$ cat config.mk
export PLATFORM = sky130hd
export DESIGN_NAME = button_conditioner_flat
export DESIGN_NICKNAME = d
export VERILOG_FILES = /design/src/rtl/button_conditioner_if.sv /design/src/rtl/button_conditioner.sv /design/src/flat_wrapper.sv
export SDC_FILE = /design/constraint.sdc
export NUM_CORES = 1
export LEC_CHECK = 0
export ABC_AREA = 1
export BUFFER_PORTS_ARGS = -buffer_cell sky130_fd_sc_hd__buf_2
export CORE_AREA = 8 8 179 181
export DETAILED_ROUTE_END_ITERATION = 16
export DIE_AREA = 0 0 187 189
export PLACE_DENSITY = 0.54
export SKIP_CTS_REPAIR_TIMING = 1
export SYNTH_ARGS = -nofsm -noshare
export SYNTH_HDL_FRONTEND = slang
export SYNTH_SLANG_ARGS = --single-unit
$ cat constraint.sdc
create_clock -name clk -period 2.68 [get_ports clk]
set_input_delay 0.268 -clock clk [delete_from_list [all_inputs] [get_ports clk]]
set_output_delay 0.268 -clock clk [all_outputs]
set_load 0.05 [all_outputs]
$ cat src/rtl/button_conditioner_if.sv
// ============================================================================
// Module  : button_conditioner_if
// Brief   : Button conditioner bus: raw pins, enable, frame tick and outputs.
// Rev     : 1.0
// ============================================================================
`default_nettype none

interface button_conditioner_if #(
    parameter int NUM_BTNS = 6
);
    logic                en;
    logic                frame_pulse;
    logic [NUM_BTNS-1:0] btn_pins;
    logic [NUM_BTNS-1:0] btn_level;
    logic [NUM_BTNS-1:0] btn_press;
    logic [NUM_BTNS-1:0] btn_repeat;

    modport master (
        output en,
        output frame_pulse,
        output btn_pins,
        input  btn_level,
        input  btn_press,
        input  btn_repeat
    );

    modport slave (
        input  en,
        input  frame_pulse,
        input  btn_pins,
        output btn_level,
        output btn_press,
        output btn_repeat
    );
endinterface

`default_nettype wire

$ cat src/rtl/button_conditioner.sv
// ============================================================================
// Module  : button_conditioner
// Brief   : Synchronise, debounce and edge-detect player buttons; generate
//           frame-paced auto-repeat pulses per channel.
// Rev     : 1.0
// ============================================================================
`default_nettype none

module button_conditioner #(
    parameter int                    NUM_BTNS        = 6,
    parameter int                    DEBOUNCE_W      = 16,
    parameter logic [DEBOUNCE_W-1:0] DEBOUNCE_CYCLES = 16'd50000,
    parameter logic [7:0]            REPEAT_DELAY    = 8'd20,
    parameter logic [7:0]            REPEAT_RATE     = 8'd4
) (
    input  wire logic                 clk,
    input  wire logic                 nRst,
    button_conditioner_if.slave       bus
);

    localparam logic [DEBOUNCE_W-1:0] c_db_last =
        DEBOUNCE_CYCLES - {{(DEBOUNCE_W-1){1'b0}}, 1'b1};

    localparam logic [1:0] c_idle  = 2'd0;
    localparam logic [1:0] c_delay = 2'd1;
    localparam logic [1:0] c_rate  = 2'd2;

    logic [NUM_BTNS-1:0] r_sync1;
    logic [NUM_BTNS-1:0] r_sync2;
    logic [NUM_BTNS-1:0] r_level_q;
    logic [NUM_BTNS-1:0] w_level;
    logic [NUM_BTNS-1:0] w_press;
    logic [NUM_BTNS-1:0] w_repeat;

    always_ff @(posedge clk or negedge nRst) begin
        if (!nRst) begin
            r_sync1   <= '0;
            r_sync2   <= '0;
            r_level_q <= '0;
        end else begin
            r_sync1   <= bus.btn_pins;
            r_sync2   <= r_sync1;
            r_level_q <= w_level;
        end
    end

    // level_q tracks regardless of en, so enabling mid-hold never fakes a press
    assign w_press = w_level & ~r_level_q & {NUM_BTNS{bus.en}};

    generate
        for (genvar i = 0; i < NUM_BTNS; i++) begin : g_ch
            logic [DEBOUNCE_W-1:0] r_cnt;
            logic                  r_lvl;
            logic [1:0]            r_state;
            logic [1:0]            w_state_nxt;
            logic [7:0]            r_fcnt;
            logic [7:0]            w_fcnt_nxt;
            logic [7:0]            w_fcnt_inc;
            logic                  r_rpt;
            logic                  w_rpt_nxt;
            logic                  w_rep;

            always_ff @(posedge clk or negedge nRst) begin
                if (!nRst) begin
                    r_cnt <= '0;
                    r_lvl <= 1'b0;
                end else if (r_sync2[i] != r_lvl) begin
                    if (r_cnt == c_db_last) begin
                        r_lvl <= r_sync2[i];
                        r_cnt <= '0;
                    end else begin
                        r_cnt <= r_cnt + 1'b1;
                    end
                end else begin
                    r_cnt <= '0;
                end
            end

            assign w_level[i]  = r_lvl;
            assign w_fcnt_inc  = r_fcnt + 8'd1;

            always_ff @(posedge clk or negedge nRst) begin
                if (!nRst) begin
                    r_state <= c_idle;
                    r_fcnt  <= '0;
                    r_rpt   <= 1'b0;
                end else begin
                    r_state <= w_state_nxt;
                    r_fcnt  <= w_fcnt_nxt;
                    r_rpt   <= w_rpt_nxt;
                end
            end

            // Release beats press, press beats a coincident frame tick
            always_comb begin
                w_state_nxt = r_state;
                w_fcnt_nxt  = r_fcnt;
                w_rpt_nxt   = 1'b0;
                if (bus.en) begin
                    if (!r_lvl) begin
                        w_state_nxt = c_idle;
                        w_fcnt_nxt  = '0;
                    end else if (w_press[i]) begin
                        w_state_nxt = c_delay;
                        w_fcnt_nxt  = '0;
                    end else if (bus.frame_pulse) begin
                        case (r_state)
                            c_delay: begin
                                if (w_fcnt_inc == REPEAT_DELAY) begin
                                    w_rpt_nxt   = 1'b1;
                                    w_fcnt_nxt  = '0;
                                    w_state_nxt = c_rate;
                                end else begin
                                    w_fcnt_nxt  = w_fcnt_inc;
                                end
                            end
                            c_rate: begin
                                if (w_fcnt_inc == REPEAT_RATE) begin
                                    w_rpt_nxt   = 1'b1;
                                    w_fcnt_nxt  = '0;
                                end else begin
                                    w_fcnt_nxt  = w_fcnt_inc;
                                end
                            end
                            default: begin
                                w_state_nxt = r_state;
                            end
                        endcase
                    end
                end
            end

            always_comb begin
                w_rep = bus.en & (w_press[i] | r_rpt);
            end

            assign w_repeat[i] = w_rep;
        end
    endgenerate

    assign bus.btn_level  = w_level;
    assign bus.btn_press  = w_press;
    assign bus.btn_repeat = w_repeat;

endmodule

`default_nettype wire
$ cat src/flat_wrapper.sv
// flat-port wrapper written by rule: the top's interface ports become plain ports
module button_conditioner_flat 
#(
    parameter int                    NUM_BTNS        = 6,
    parameter int                    DEBOUNCE_W      = 16,
    parameter logic [DEBOUNCE_W-1:0] DEBOUNCE_CYCLES = 16'd50000,
    parameter logic [7:0]            REPEAT_DELAY    = 8'd20,
    parameter logic [7:0]            REPEAT_RATE     = 8'd4
)
  (clk, nRst, bus_en, bus_frame_pulse, bus_btn_pins, bus_btn_level, bus_btn_press, bus_btn_repeat);
  button_conditioner_if #(.NUM_BTNS(NUM_BTNS)) bus_i ();
  input  wire logic clk;
  input  wire logic nRst;
  input wire logic [$bits(bus_i.en)-1:0] bus_en;
  input wire logic [$bits(bus_i.frame_pulse)-1:0] bus_frame_pulse;
  input wire logic [$bits(bus_i.btn_pins)-1:0] bus_btn_pins;
  output wire logic [$bits(bus_i.btn_level)-1:0] bus_btn_level;
  output wire logic [$bits(bus_i.btn_press)-1:0] bus_btn_press;
  output wire logic [$bits(bus_i.btn_repeat)-1:0] bus_btn_repeat;
  assign bus_i.en = bus_en;
  assign bus_i.frame_pulse = bus_frame_pulse;
  assign bus_i.btn_pins = bus_btn_pins;
  assign bus_btn_level = bus_i.btn_level;
  assign bus_btn_press = bus_i.btn_press;
  assign bus_btn_repeat = bus_i.btn_repeat;
  button_conditioner #(.NUM_BTNS(NUM_BTNS), .DEBOUNCE_W(DEBOUNCE_W), .DEBOUNCE_CYCLES(DEBOUNCE_CYCLES), .REPEAT_DELAY(REPEAT_DELAY), .REPEAT_RATE(REPEAT_RATE)) u_core (.clk(clk), .nRst(nRst), .bus(bus_i));
endmodule
==> results of run 1 <==
[sequential cells by signal, summed over array words and instances (netlist names)]
| signal | flops |
|---|---|
| u_core.r_level_q | 6 |
| u_core.g_ch.r_cnt | 96 |
| u_core.g_ch.r_lvl | 6 |
| u_core.g_ch.r_state | 12 |
| u_core.g_ch.r_rpt | 6 |
| u_core.r_sync1 | 6 |
| u_core.g_ch.r_fcnt | 48 |
| u_core.r_sync2 | 6 |
[through the flow]
step / utilization (%) / worst slack (ps) / power (mW) / cell area [µm²] / hold WS [ps]
floorplan: - / 802 / 2.99 / 10000 / -27.6
global placement: 36.3 / 694 / 3.10 / 10600 / 265
detailed placement: 36.3 / 627 / 3.10 / 10600 / 269
CTS: 38.1 / 689 / 5.53 / 11100 / -186
global route: 38.4 / 421 / 5.66 / 11200 / 362
finish: 38.4 / 672 / 5.44 / 11200 / 349
[final cells by class]
type / instances / area share, %
timing repair buffer: 39 / 2.47
inverter: 189 / 6.32
tap: 390 / 4.35
sequential: 186 / 41.5
clock buffer: 21 / 4.02
multi-input combinational: 915 / 40.5
clock inverter: 10 / 0.848
[kinds of logic after synthesis]
kind of cell | after synthesis | synth area share, %
xor gates and xnor gates | 33 | 2.88
and+or+nand+nor | 753 | 33.2
buffers and inverters | 210 | 8.35
adders and majority gates | 29 | 3.62
AOI/OAI and AO/OA | 97 | 5.24
muxes | 3 | 0.337
DFF | 186 | 46.4
[metal layers]
layer	vias to the layer above	routed length (µm)
li1	4305	-
met1	3957	10600
met2	133	10100
met3	22	522
met4	0	289
met5	-	0
[power by group]
part	total, mW	switching (mW)	internal [mW]
clock network	2.39	1.09	1.30
registers	2.86	0.0219	2.84
logic	0.189	0.138	0.0517
[critical path, stage by stage, from the launching register on]
cell and delay, ps:
dfrtp_1 450, ha_1 260, nand3_1 130, o21ai_0 170
nand2_1 90, nor2_1 220, inv_1 60, nor2_1 180
nand2_1 150, nand2_1 80, o21ai_0 70
[worst paths after layout]
path	start	end	slack, ps	depth (start not counted)
max in group asynchronous	nRst	u_core.g_ch[3].r_fcnt[7]	1420	3
setup reg to reg	u_core.g_ch[1].r_fcnt[0]	u_core.g_ch[1].r_fcnt[4]	670	10
hold reg to reg	u_core.r_sync1[2]	u_core.r_sync2[2]	350	0
setup / recovery	u_core.g_ch[1].r_fcnt[0]	u_core.g_ch[1].r_fcnt[4]	670	10
min in group asynchronous	nRst	u_core.g_ch[5].r_cnt[1]	360	2
hold / removal	u_core.r_sync1[2]	u_core.r_sync2[2]	350	0
[cell usage in the layout (no fill, tap or decap), drive strengths merged]
master / Yosys / routed
a211oi: 4 / 4
a21oi: 36 / 36
a31oi: 2 / 2
and2: 4 / 4
buf: 16 / 31
bufinv: 0 / 1
clkbuf: 5 / 22
clkinv: 0 / 2
clkinvlp: 0 / 5
dfrtp: 186 / 186
dlygate4sd3: 0 / 7
ha: 29 / 29
inv: 189 / 191
mux2: 3 / 3
nand2: 311 / 311
nand3: 116 / 116
nand3b: 6 / 6
nand4: 46 / 46
nor2: 181 / 181
nor3: 57 / 57
nor3b: 13 / 13
nor4: 15 / 15
o21a: 1 / 1
o21ai: 40 / 40
o22ai: 14 / 14
or2: 4 / 4
xnor2: 6 / 6
xor2: 27 / 27
==> metrics.cfg, run 1 <==
[die]
die_x_um = 187
fp.dieArea_um2 = 35300
rows = 63
ioPinCount = 28
initial_utilization_pct = 34.3
core_area_um2 = 29200
die_h_um = 189

[sta]
timing.final.crit_share_pct = 74.9
worstMarginPinSlew_ps = 729
slew_headroom_pct = 51.0
rsz0062_at_grt = no
maxSlewViolCount = 0
hold_viol_final = 0
fin_crit_ps = 2010
fin_skew_ps = 11.2
setup_viol = 0
fin_tns_setup_ps = 0
clock.fmax_mhz = 498

[setup_path]
critPathKind = register to register
arrival_ps = 2300
crit_path_max_fanout = 6
cp-end-kind = register
cp.required_ps = 2970
crit_path_start_kind = register

[synth]
synth_edf_count = 0
ys_warn_count = 0
synth_nets = 1350
synth_area_um2 = 10000
yosysMostFrequentCell = nand2_1
async_reset_ff_share_pct = 100
synth.area.top_cells = dfrtp_1 46%, nand2_1 12%, inv_1 7.0%
synth.distinct_cells = 32
synth_top_cell_by_area = dfrtp_1
postSynthAreaPerCell_um2 = 7.66
synth-seq-cells = 186
synthCells = 1311
synth-seq-area-share_pct = 46.4
yosysTopAreaCellShare_pct = 46.4
synth_common_cells = 308 x nand2_1, 186 x dfrtp_1, 186 x inv_1
ys.flop_type = dfrtp_1

[clock_tree]
cts_sinks = 186
cts_tree = yes
root_buffer = clkbuf_16
cts_buffer_depth = 2
clk_pin_slew_ps = 70
cts_made_buffers = 17
h-tree-depth = 4
clock_latency_ps = 430

[global_route]
busiest_layer = met2
met3_usage_pct = 2.15
met2_usage_pct = 21.2
grt_max_degree = 54
grt_use_total_pct = 12.5
grt_pass1_vias = 8257
grt_pass1_wl_um = 37800
overflow = 0
antenna_found_initial = 0
grt_util_met1_pct = 16.1

[placement]
place_congestion = 0.865
place_hpwl_um = 15800
place_inst = 1712
portBuffers = 27

[drt]
wl_um = 21500
drc_errors = 0
via_per_inst = 4.81
wl_per_cell_um = 12.3
ant_nets = 0
vias = 8417
drt-pass1-iter-count = 5
first_iter_violations = 554

[finish]
drive_above_1_share_pct = 6.10
fillers = 2982
multi_input_comb_area_um2 = 4540
diodes = 0
ff_latch_area_um2 = 4650
layoutNonFillerInstCount = 1750
syn2layout_area_growth_pct = 11.8
num-nets-final = 1387

[power_and_ir_drop]
p_leak_nw = 5.16
power_density_nw_per_um2 = 485
vdd_drop_max_mv = 0.394

[run]
maxCapViolCount = 0

[status]
status = completed

[worst_hold_path]
hold_class = register to register

(Power assumes the default switching activity.)
==> run 2: changes to the inputs <==
==> constraint.sdc (replaced) <==
create_clock -name clk -period 1.9 [get_ports clk]
set_input_delay 0.19 -clock clk [delete_from_list [all_inputs] [get_ports clk]]
set_output_delay 0.19 -clock clk [all_outputs]
set_load 0.05 [all_outputs]
==> metrics.cfg, run 2 (synthesized netlist as in run 1, its figures left out) <==
[finish]
final_util_pct = 39.8  ; +1.5 points
syn2layout_area_growth_pct = 16.1
reg_top3 = u_core.g_ch.r_cnt (96), u_core.g_ch.r_fcnt (48), u_core.g_ch.r_state (12)
top_register = u_core.g_ch.r_cnt
final_common_cell = nand2_1
final_cell_mix = 303 x nand2_1, 186 x inv_1, 183 x dfrtp_1, 164 x nor2_1, 114 x nand3_1
num-nets-final = 1426  ; +2.8%
largest_reg_flops = 96  ; unchanged
layoutNonFillerInstCount = 1790  ; +2.3%
drive_above_1_share_pct = 10.9  ; +4.8 points
design_area_um2 = 11700  ; +3.9%
diodes = 0  ; unchanged

[status]
status = completed

[run]
maxCapViolCount = 0  ; unchanged

[placement]
place_congestion = 0.822  ; -5.0%
portBuffers = 27  ; unchanged
place_hpwl_um = 15700  ; -0.63%
place_inst = 1747  ; +2.0%
place_area_um2 = 10900  ; +2.5%

[clock_tree]
clock_latency_ps = 430  ; about the same
cts_buffer_depth = 2  ; unchanged
root_buffer = clkbuf_16
cts_sinks = 186  ; unchanged
cts_made_buffers = 17  ; unchanged
h-tree-depth = 4  ; unchanged
cts_tree = yes
clk_pin_slew_ps = 70  ; about the same

[setup_path]
reg2reg_depth = 10  ; unchanged
cp.required_ps = 1710  ; -1260 ps
crit_start = u_core.g_ch[4].r_lvl
arrival_ps = 1570  ; -730 ps
crit_path_start_kind = register
crit_path_max_fanout = 3  ; -3
rrSetupSlack_ps = 180  ; -490 ps
critPathKind = register to output port
r2r-end = u_core.g_ch[4].r_fcnt[4]
r2r-start = u_core.g_ch[4].r_fcnt[1]
cp-end-kind = output port

[drt]
drt-pass1-iter-count = 5  ; unchanged
wl_per_cell_um = 11.9  ; -3.4%
drc_errors = 0  ; unchanged
first_iter_violations = 490  ; -12%
ant_nets = 0  ; unchanged
vias = 8398  ; -0.23%
wl_um = 21300  ; -1.2%
via_per_inst = 4.69  ; -2.5%

[global_route]
grt_pass1_wl_um = 37700  ; -0.24%
antenna_found_initial = 0  ; unchanged
grt_use_total_pct = 12.5  ; +0.029 points
overflow = 0  ; unchanged
grt_pass1_vias = 8073  ; -2.2%
grt_max_degree = 50  ; -7.4%

[worst_hold_path]
hold_class = input pin to async pin

[die]
core_area_um2 = 29200  ; unchanged
rows = 63  ; unchanged
ioPinCount = 28  ; unchanged
die_h_um = 189  ; unchanged
die_x_um = 187  ; unchanged
fp.dieArea_um2 = 35300  ; unchanged
initial_utilization_pct = 34.3  ; unchanged

[sta]
worstMarginPinSlew_ps = 505  ; -223 ps
setup_viol = 0  ; unchanged
fin_skew_ps = 12.2  ; +1.06 ps
fin_tns_setup_ps = 0  ; unchanged
fin_crit_ps = 1760
clock.fmax_mhz = 569
slew_headroom_pct = 66.1  ; +15 points
hold_viol_final = 0  ; unchanged
timing.final.crit_share_pct = 92.4
maxSlewViolCount = 0  ; unchanged

[power_and_ir_drop]
power_density_nw_per_um2 = 676  ; +39%
vdd_drop_max_mv = 0.500  ; +27%
p_leak_nw = 5.37  ; +4.0%

==> run 2: cell types whose count changed in the layout (fill, tap and decap cells not counted), moves of 5 or more <==
cell | previous run | this run
buf_4 | 3 | 42
nor2_1 | 178 | 164
nor2_2 | 2 | 15
nand2_1 | 308 | 303
nand2_2 | 3 | 8
==> run 2: power by group <==
group	internal [mW]	switching (mW)
combinational	0.0895	0.201
sequential	4.00	0.0310
clock	1.99	1.56
total	6.08	1.79
==> run 2: per-stage QoR <==
step           power (mW)  hold WS (ps)  setup WS, ps
5_1_grt              8.23           297         -27.6
2_1_floorplan        4.22          -106          22.0
4_1_cts              8.03          -308          13.0
3_5_place_dp         4.40           159          22.5
6_report             7.87           248           144
3_3_place_gp         4.40           161          95.4
==> run 2: cell type report <==
class                           count  area [µm²]
Clock buffer                       20         447
Clock inverter                     12         140
Fill cell                        2975       17600
Inverter                          189         709
Multi-Input combinational cell    915        4630
Sequential cell                   186        4660
Tap cell                          390         488
Timing Repair Buffer               78         576
==> run 2: worst max-delay path, stage by stage (launching register included) <==
cell and delay (ps):
dfrtp_1 340, inv_1 110, nor3_4 250, buf_4 150, inv_1 40, nand2_1 80, buf_6 160
==> run 2: how the worst max path moves through the flow <==
| stage | depth (start not counted) | slack [ps] | to |
|---|---|---|---|
| finish | 6 | 140 | bus_btn_repeat[4] |
| detailed placement | 11 | 20 | u_core.g_ch[2].r_fcnt[4] |
| global placement | 10 | 100 | u_core.g_ch[4].r_fcnt[4] |
| floorplan | 7 | 20 | u_core.g_ch[2].r_fcnt[2] |
| CTS | 6 | 10 | bus_btn_repeat[4] |
| global route | 10 | -30 | u_core.g_ch[4].r_fcnt[4] |
==> run 2: per-layer routing <==
layer	up-vias	share of wire [%]	global-route usage, %
li1	4406	-	-
met1	3853	51	17.0
met2	119	45	20.0
met3	20	2.6	1.93
met4	0	1.4	4.40
met5	-	0	0
